### config.mk
export PLATFORM = sky130hd
export DESIGN_NAME = mux_pipe_sel
export DESIGN_NICKNAME = d
export VERILOG_FILES = /design/src/rtl/mux_pipe_sel.sv
export SDC_FILE = /design/constraint.sdc
export NUM_CORES = 1
export LEC_CHECK = 0
export ABC_AREA = 1
export CAP_MARGIN = 15
export CORE_ASPECT_RATIO = 2
export CORE_MARGIN = 5
export CORE_UTILIZATION = 38
export DETAILED_ROUTE_END_ITERATION = 7
export GPL_ROUTABILITY_DRIVEN = 0
export HOLD_SLACK_MARGIN = 0.1
export PLACE_DENSITY = 0.88
export REMOVE_ABC_BUFFERS = 1
export SYNTH_ARGS = -nofsm -noshare
export SYNTH_HDL_FRONTEND = slang
export SYNTH_SLANG_ARGS = --single-unit
### constraint.sdc
create_clock -name clk -period 1.2 [get_ports clk]
set_input_delay 0.3 -clock clk [delete_from_list [all_inputs] [get_ports clk]]
set_output_delay 0.3 -clock clk [all_outputs]
set_load 0.005 [all_outputs]
### src/rtl/mux_pipe_sel.sv
// NUM_IN:1 operand select stage with a 2-entry skid buffer and valid/ready handshake.
// Selection is resolved at the input, and out-of-range selects are flagged and counted.
module mux_pipe_sel #(
    parameter int WIDTH        = 16,
    parameter int NUM_IN       = 4,
    parameter int SEL_W        = 2,
    parameter bit SEL_OOR_ZERO = 1'b1,
    parameter int ERR_CNT_W    = 8
) (
    input  logic                    clk,
    input  logic                    rst_n,
    input  logic [NUM_IN*WIDTH-1:0] in_data,
    input  logic [SEL_W-1:0]        in_sel,
    input  logic                    in_valid,
    output logic                    in_ready,
    output logic [WIDTH-1:0]        out_data,
    output logic                    out_sel_err,
    output logic                    out_valid,
    input  logic                    out_ready,
    output logic [1:0]              occupancy,
    output logic [ERR_CNT_W-1:0]    err_cnt,
    input  logic                    err_clr
);

    localparam logic [SEL_W:0] NUM_IN_L = NUM_IN[SEL_W:0];
    localparam bit             HAS_OOR  = (NUM_IN < (2 ** SEL_W));

    logic             main_valid, skid_valid, ready_q;
    logic [WIDTH-1:0] main_data, skid_data;
    logic             main_err, skid_err;
    logic [WIDTH-1:0] sel_data;
    logic             sel_err;
    logic             accept, issue;
    logic             skid_valid_nxt;

    always_comb begin
        sel_err  = HAS_OOR && ({1'b0, in_sel} >= NUM_IN_L);
        sel_data = '0;
        for (int unsigned k = 0; k < NUM_IN; k++) begin
            if (in_sel == SEL_W'(k))
                sel_data = in_data[k*WIDTH +: WIDTH];
        end
        if (sel_err)
            sel_data = SEL_OOR_ZERO ? '0 : in_data[WIDTH-1:0];
    end

    assign accept = in_valid & ready_q;
    assign issue  = main_valid & out_ready;

    // Skid is filled only when main stalls, and drained only when main issues.
    always_comb begin
        skid_valid_nxt = skid_valid;
        if (main_valid && issue)
            skid_valid_nxt = 1'b0;
        else if (main_valid && accept)
            skid_valid_nxt = 1'b1;
    end

    always_ff @(posedge clk or negedge rst_n) begin
        if (!rst_n) begin
            main_valid <= 1'b0;
            main_data  <= '0;
            main_err   <= 1'b0;
            skid_valid <= 1'b0;
            skid_data  <= '0;
            skid_err   <= 1'b0;
            ready_q    <= 1'b0;
        end else begin
            ready_q    <= !skid_valid_nxt;
            skid_valid <= skid_valid_nxt;
            if (!main_valid) begin
                if (accept) begin
                    main_valid <= 1'b1;
                    main_data  <= sel_data;
                    main_err   <= sel_err;
                end
            end else if (issue) begin
                if (skid_valid) begin
                    main_data <= skid_data;
                    main_err  <= skid_err;
                end else if (accept) begin
                    main_data <= sel_data;
                    main_err  <= sel_err;
                end else begin
                    main_valid <= 1'b0;
                end
            end else if (accept) begin
                skid_data <= sel_data;
                skid_err  <= sel_err;
            end
        end
    end

    always_ff @(posedge clk or negedge rst_n) begin
        if (!rst_n) begin
            err_cnt <= '0;
        end else if (err_clr) begin
            err_cnt <= (accept && sel_err) ? ERR_CNT_W'(1) : '0;
        end else if (accept && sel_err && (err_cnt != '1)) begin
            err_cnt <= err_cnt + ERR_CNT_W'(1);
        end
    end

    assign in_ready    = ready_q;
    assign out_valid   = main_valid;
    assign out_data    = main_data;
    assign out_sel_err = main_err;
    assign occupancy   = {1'b0, main_valid} + {1'b0, skid_valid};

endmodule

# [Yosys cells after proc, flatten, opt, wreduce, memory -nomap -nowiden]
# Index checks and enable logic that the tools add are counted.
[classes] n_mux=18 eq_ne=4 reduce_logical=5 bitwise_logic=3 n_addsub=1
[op_table] cell="16-bit two-way mux" n=8
[op_table] cell="1-bit two-way mux" n=10
[op_table] cell="2-bit == test, second input constant" n=2
[op_table] cell="3-bit AND reduction" n=1
[op_table] cell="1-bit by 1-bit adder with 2-bit output" n=1
[op_table] cell="1-bit bitwise AND" n=2
[op_table] cell="2-bit by 1-bit == test with 1-bit output, second input constant" n=1
[op_table] cell="1-bit logical AND" n=2
[op_table] cell="2-bit zero test" n=1
[op_table] cell="2-bit by 1-bit inequality test with 1-bit output, second input constant" n=1
[op_table] cell="1-bit zero test" n=1
[op_table] cell="1-bit NOT" n=1
[totals] word_cells=37 in_bits=71 output_inout_bits=29 ff_bits=36

# [Logic depth before layout (Yosys ltp)]
[logic_depth] word_depth=9 depth_mapped=9 depth_no_buf=8

# [Worst setup path after synthesis]
# No wires, ideal clock.
[synth_timing] path_kind="reg2reg" start="register main_valid (netlist: out_valid)" end="register main_data[3] (netlist: out_data[3])" arrival_time_ns=1.169 t_required_ns=1.083 path_buffers=1 path_slack_ns=-0.086 path_stages_with_launch=7 period_less_slack_ns=1.286 setup_time_ns=0.117 cell_sequence="dfrtp_1 -> nand2_2 -> nand2_1 -> buf_2 -> or2_2 -> nand3_1 -> nand2_1"
[synth_between] elab_chain_len=2 elab_cells_between_ends=3 cone_classes="eq/ne (1); mux (1); bitwise (1)"
[synth_lines] item="start: declaration" line="28" source="logic main_valid, skid_valid, ready_q;"
[synth_lines] item="start signal: assignment" line="61" source="main_valid <= 1'b0;"
[synth_lines] item="start signal: assignment" line="73" source="main_valid <= 1'b1;"
[synth_lines] item="start signal: assignment" line="85" source="main_valid <= 1'b0;"
[synth_lines] item="1-bit bitwise AND" line="48" source="assign issue = main_valid & out_ready;"
[synth_lines] item="2-bit by 1-bit inequality test with 1-bit output (no source line)"
[synth_lines] item="end signal: assignment" line="74" source="main_data <= sel_data;"
[synth_lines] item="end signal: assignment" line="79" source="main_data <= skid_data;"
[synth_lines] item="end signal: assignment" line="82" source="main_data <= sel_data;"
[synth_lines] item="end: declaration" line="29" source="logic [WIDTH-1:0] main_data, skid_data;"
# Several ways; a longest one is shown, not always the timed one.
# A chain may end at the register's enable or synchronous reset.

# [Final worst setup path]
[layout_timing] start="register skid_valid" end="output occupancy[0]"
[layout_between] elab_chain_len=1
[layout_lines] item="start: declaration" line="28"
[layout_lines] item="start signal: assignment" line="70" source="skid_valid <= skid_valid_nxt;"
[layout_lines] item="1-bit by 1-bit adder with 2-bit output" line="108" source="assign occupancy = {1'b0, main_valid} + {1'b0, skid_valid};"
[layout_lines] item="end: declaration" line="20" source="output logic [1:0] occupancy,"
# No other way between the ends.

==> impl_metrics.py <==
metrics = {
    "yosys": {
        "synthSimpleGateAreaFrac_pct": 38.4,
        "ys_seq_area_share_pct": 41.3,
        "yosysWarningCount": 0,
        "yosysUniqueCellTypes": 24,
        "synth_fa_ha_area_share_pct": 0.574,
        "synth_area_per_cell_sq_um": 6.92,
        "synth-compound-area-share_pct": 11.3,
        "syn_inst": 315,
        "syn_area_sq_um": 2180,
        "synth_mux_area_share_pct": 0,
        "ys_seq_elements": 36,
        "synth_top_family_by_area": "simple AND/OR/NAND/NOR gates",
        "synth-xor-area-share_pct": 0,
    },
    "layout": {
        "area_growth_syn_to_layout_pct": 77.2,
        "stdcell_area_sq_um": 3860,
        "drive_above_1_share_pct": 29.6,
        "diodes": 0,
        "nets": 517,
        "utilization_pct": 68.3,
        "fin_cells": 507,
        "fillers": 431,
    },
    "timing": {
        "finalClockSkew_ps": 5.57,
        "period_minus_slack_ps": 1390,
        "final-max-slew-violation-count": 0,
        "rsz0062_at_grt": "true",
        "fin_ws_ps": -192,
        "hold_viol": 0,
        "finalCritPeriodShare_pct": 116,
        "holdWs_ps": 376,
        "finalSetupViolCount": 35,
        "fmax_ghz": 0.718,
    },
    "global_route": {
        "gr-total-overflow": 0,
        "grt_pass1_wl_um": 11300,
        "antenna_found_initial": 0,
        "grt_pass1_vias": 2580,
        "track_usage_pct": 19.1,
        "grt_max_degree": 37,
    },
    "setup_path": {
        "reg2reg_depth": 7,
        "r2r-end": "skid_data[14]$_DFFE_PN0P_",
        "cp-start-kind": "register",
        "rrSetupSlack_ps": -150,
        "crit_path_max_incr_delay_ps": 380,
        "path_class": "register to output pin",
        "path_cells": "ha_1 > buf_2",
        "cp.buffers_inverters": 1,
        "critPathRequiredTime_ps": 900,
        "path_delay_family": "flip-flops",
        "worstPathMaxFanout": 2,
        "reg2reg_from": "out_valid$_DFF_PN0_",
        "end_kind": "output pin",
        "crit_arrival_ps": 1090,
        "critPathSlowestCell": "dfrtp_1",
    },
    "job": {
        "maxCapViolCount": 0,
    },
    "floorplanning": {
        "fp.coreArea_sq_um": 5660,
        "fp.dieH_um": 117,
        "initial_utilization_pct": 38.5,
        "pin_count": 100,
        "die_area_sq_um": 7450,
        "row_count": 39,
        "fp.dieW_um": 63.6,
    },
    "route": {
        "drtIter0Drc": 128,
        "antenna_left": 0,
        "wl_met1_um": 2600,
        "drcViolationCount": 0,
        "top_layer": "met4",
        "drtPass1Iterations": 5,
        "wl_met2_um": 4700,
        "num_vias": 2706,
        "avgRoutedWirePerCell_um": 16.2,
        "drt-total-wl_um": 8220,
        "met3_length_um": 506,
        "viasPerCell": 5.34,
    },
    "power": {
        "leakagePower_nw": 1.83,
        "p_total_mw": 8.05,
        "ir_drop_uv": 1620,
        "power_density_nw_per_um2": 2080,
    },
    "place": {
        "place_area_sq_um": 3280,
        "dp_cells": 477,
        "dpl.hpwl_um": 5260,
        "io_buffers": 90,
    },
    "cts": {
        "htreeDepth": 2,
        "path_clk_slew_ps": 60,
        "cts_buffers": 5,
        "root_buffer": "clkbuf_16",
        "clock_sinks": 36,
        "clk_latency_ps": 290,
        "cts_max_path_buffers": 2,
        "cts_tree": "yes",
    },
    "outcome": {
        "outcome": "finished, violations left",
        "violations": "negative setup slack",
    },
    "worst_hold_path": {
        "holdCritPathClass": "input port to asynchronous set/reset pin",
    },
}
==> cells in the mapped netlist <==
cell | n | area (sq um)
a21boi_0 | 1 | 7.51
a21oi_1 | 7 | 35.0
buf_1 | 1 | 3.75
buf_2 | 9 | 45.0
buf_4 | 10 | 75.1
clkbuf_1 | 1 | 3.75
clkinv_1 | 1 | 3.75
conb_1 | 1 | 3.75
dfrtp_1 | 36 | 901
ha_1 | 1 | 12.5
inv_1 | 8 | 30.0
inv_2 | 5 | 18.8
nand2_1 | 120 | 450
nand2_2 | 1 | 6.26
nand3_1 | 23 | 115
nor2_1 | 33 | 124
nor2_2 | 2 | 12.5
nor2_4 | 3 | 33.8
nor2_8 | 1 | 20.0
o21ai_0 | 23 | 115
o21ai_1 | 9 | 45.0
o22ai_1 | 7 | 43.8
or2_0 | 3 | 18.8
or2_2 | 9 | 56.3
==> report_power, final <==
part	internal [mW]	switching [mW]
Sequential	1.82	0.362
Clock	0.818	0.510
Combinational	2.24	2.30
Total	4.88	3.18
==> layer usage <==
| layer | vias to the layer above | track usage [%] |
|---|---|---|
| met5 | - | 0 |
| met4 | 0 | 13.9 |
| met3 | 36 | 3.15 |
| met1 | 1277 | 17.5 |
| li1 | 1250 | - |
| met2 | 143 | 36.6 |
==> metrics by stage <==
| stage | setup WS, ps | setup TNS (ps) |
|---|---|---|
| after floorplan | -353 | -6870 |
| after global placement | -595 | -18700 |
| after detailed placement | -676 | -20790 |
| after CTS | -180 | -1760 |
| after global routing | -228 | -5190 |
| final | -192 | -2910 |
==> cells in the final DEF, fill, tap and decap left out, types with 2 or more instances in the layout <==
cell             instances
buf_4                   25
buf_6                   14
nand2_1                104
or2_4                    2
o22ai_2                  5
inv_4                    2
conb_1                   8
nor2_1                  25
nor2_4                   7
a21oi_1                  3
o21ai_1                  9
clkdlybuf4s15_1          9
buf_12                   5
nand3_1                 23
a21oi_2                  4
o21ai_0                 16
clkdlybuf4s50_1         66
inv_1                    8
clkbuf_16                6
clkbuf_2                10
clkinv_2                 2
nand2_8                  3
dfrtp_1                 36
inv_2                    2
nand2_2                 13
buf_2                    3
nor2_2                   7
o21ai_2                  7
or2_2                    7
or2_0                    3
==> registers in the layout (all words and copies together) (netlist names) <==
signal	count
out_sel_err	1
in_ready	1
out_data	16
out_valid	1
skid_data	16
skid_valid	1
==> cells by family after synthesis <==
family / after synthesis
buffers and inverters: 35
adders and majority gates: 1
and+or+nand+nor: 195
AOI/OAI and AO/OA: 47
DFF: 36
other: 1
==> worst max path at each step <==
| stage | start | to | slack (ps) | cells past startpoint |
|---|---|---|---|---|
| after global routing | skid_valid$_DFF_PN0_ | occupancy[0] | -230 | 2 |
| after CTS | out_valid$_DFF_PN0_ | occupancy[0] | -180 | 2 |
| after detailed placement | in_sel[1] | out_data[5]$_DFFE_PN0P_ | -680 | 8 |
| after global placement | in_sel[1] | out_data[15]$_DFFE_PN0P_ | -600 | 8 |
| after floorplan | in_ready$_DFF_PN0_ | out_data[2]$_DFFE_PN0P_ | -350 | 5 |
| final | skid_valid$_DFF_PN0_ | occupancy[0] | -190 | 2 |
==> area by class of cell <==
cell class	count	area [sq um]	share of cell area, %
clock buffers	6	139	3.59
multi-input cells	252	1350	34.9
repair inverters	1	8.76	0.227
repair buffers	135	1310	33.9
well taps	61	76.3	1.97
clock inverters	2	10.0	0.259
flip-flops and latches	36	901	23.3
inverters	14	70.1	1.81
==> timing repair <==
item,CTS,global route
cloned,1,3
buffers inserted,12,7
gates resized for setup,68,85
pin swaps,5,26
hold buffers,0,0
endpoints found under the setup margin,53,46
No activity file was read; power rests on OpenSTA's default activity.
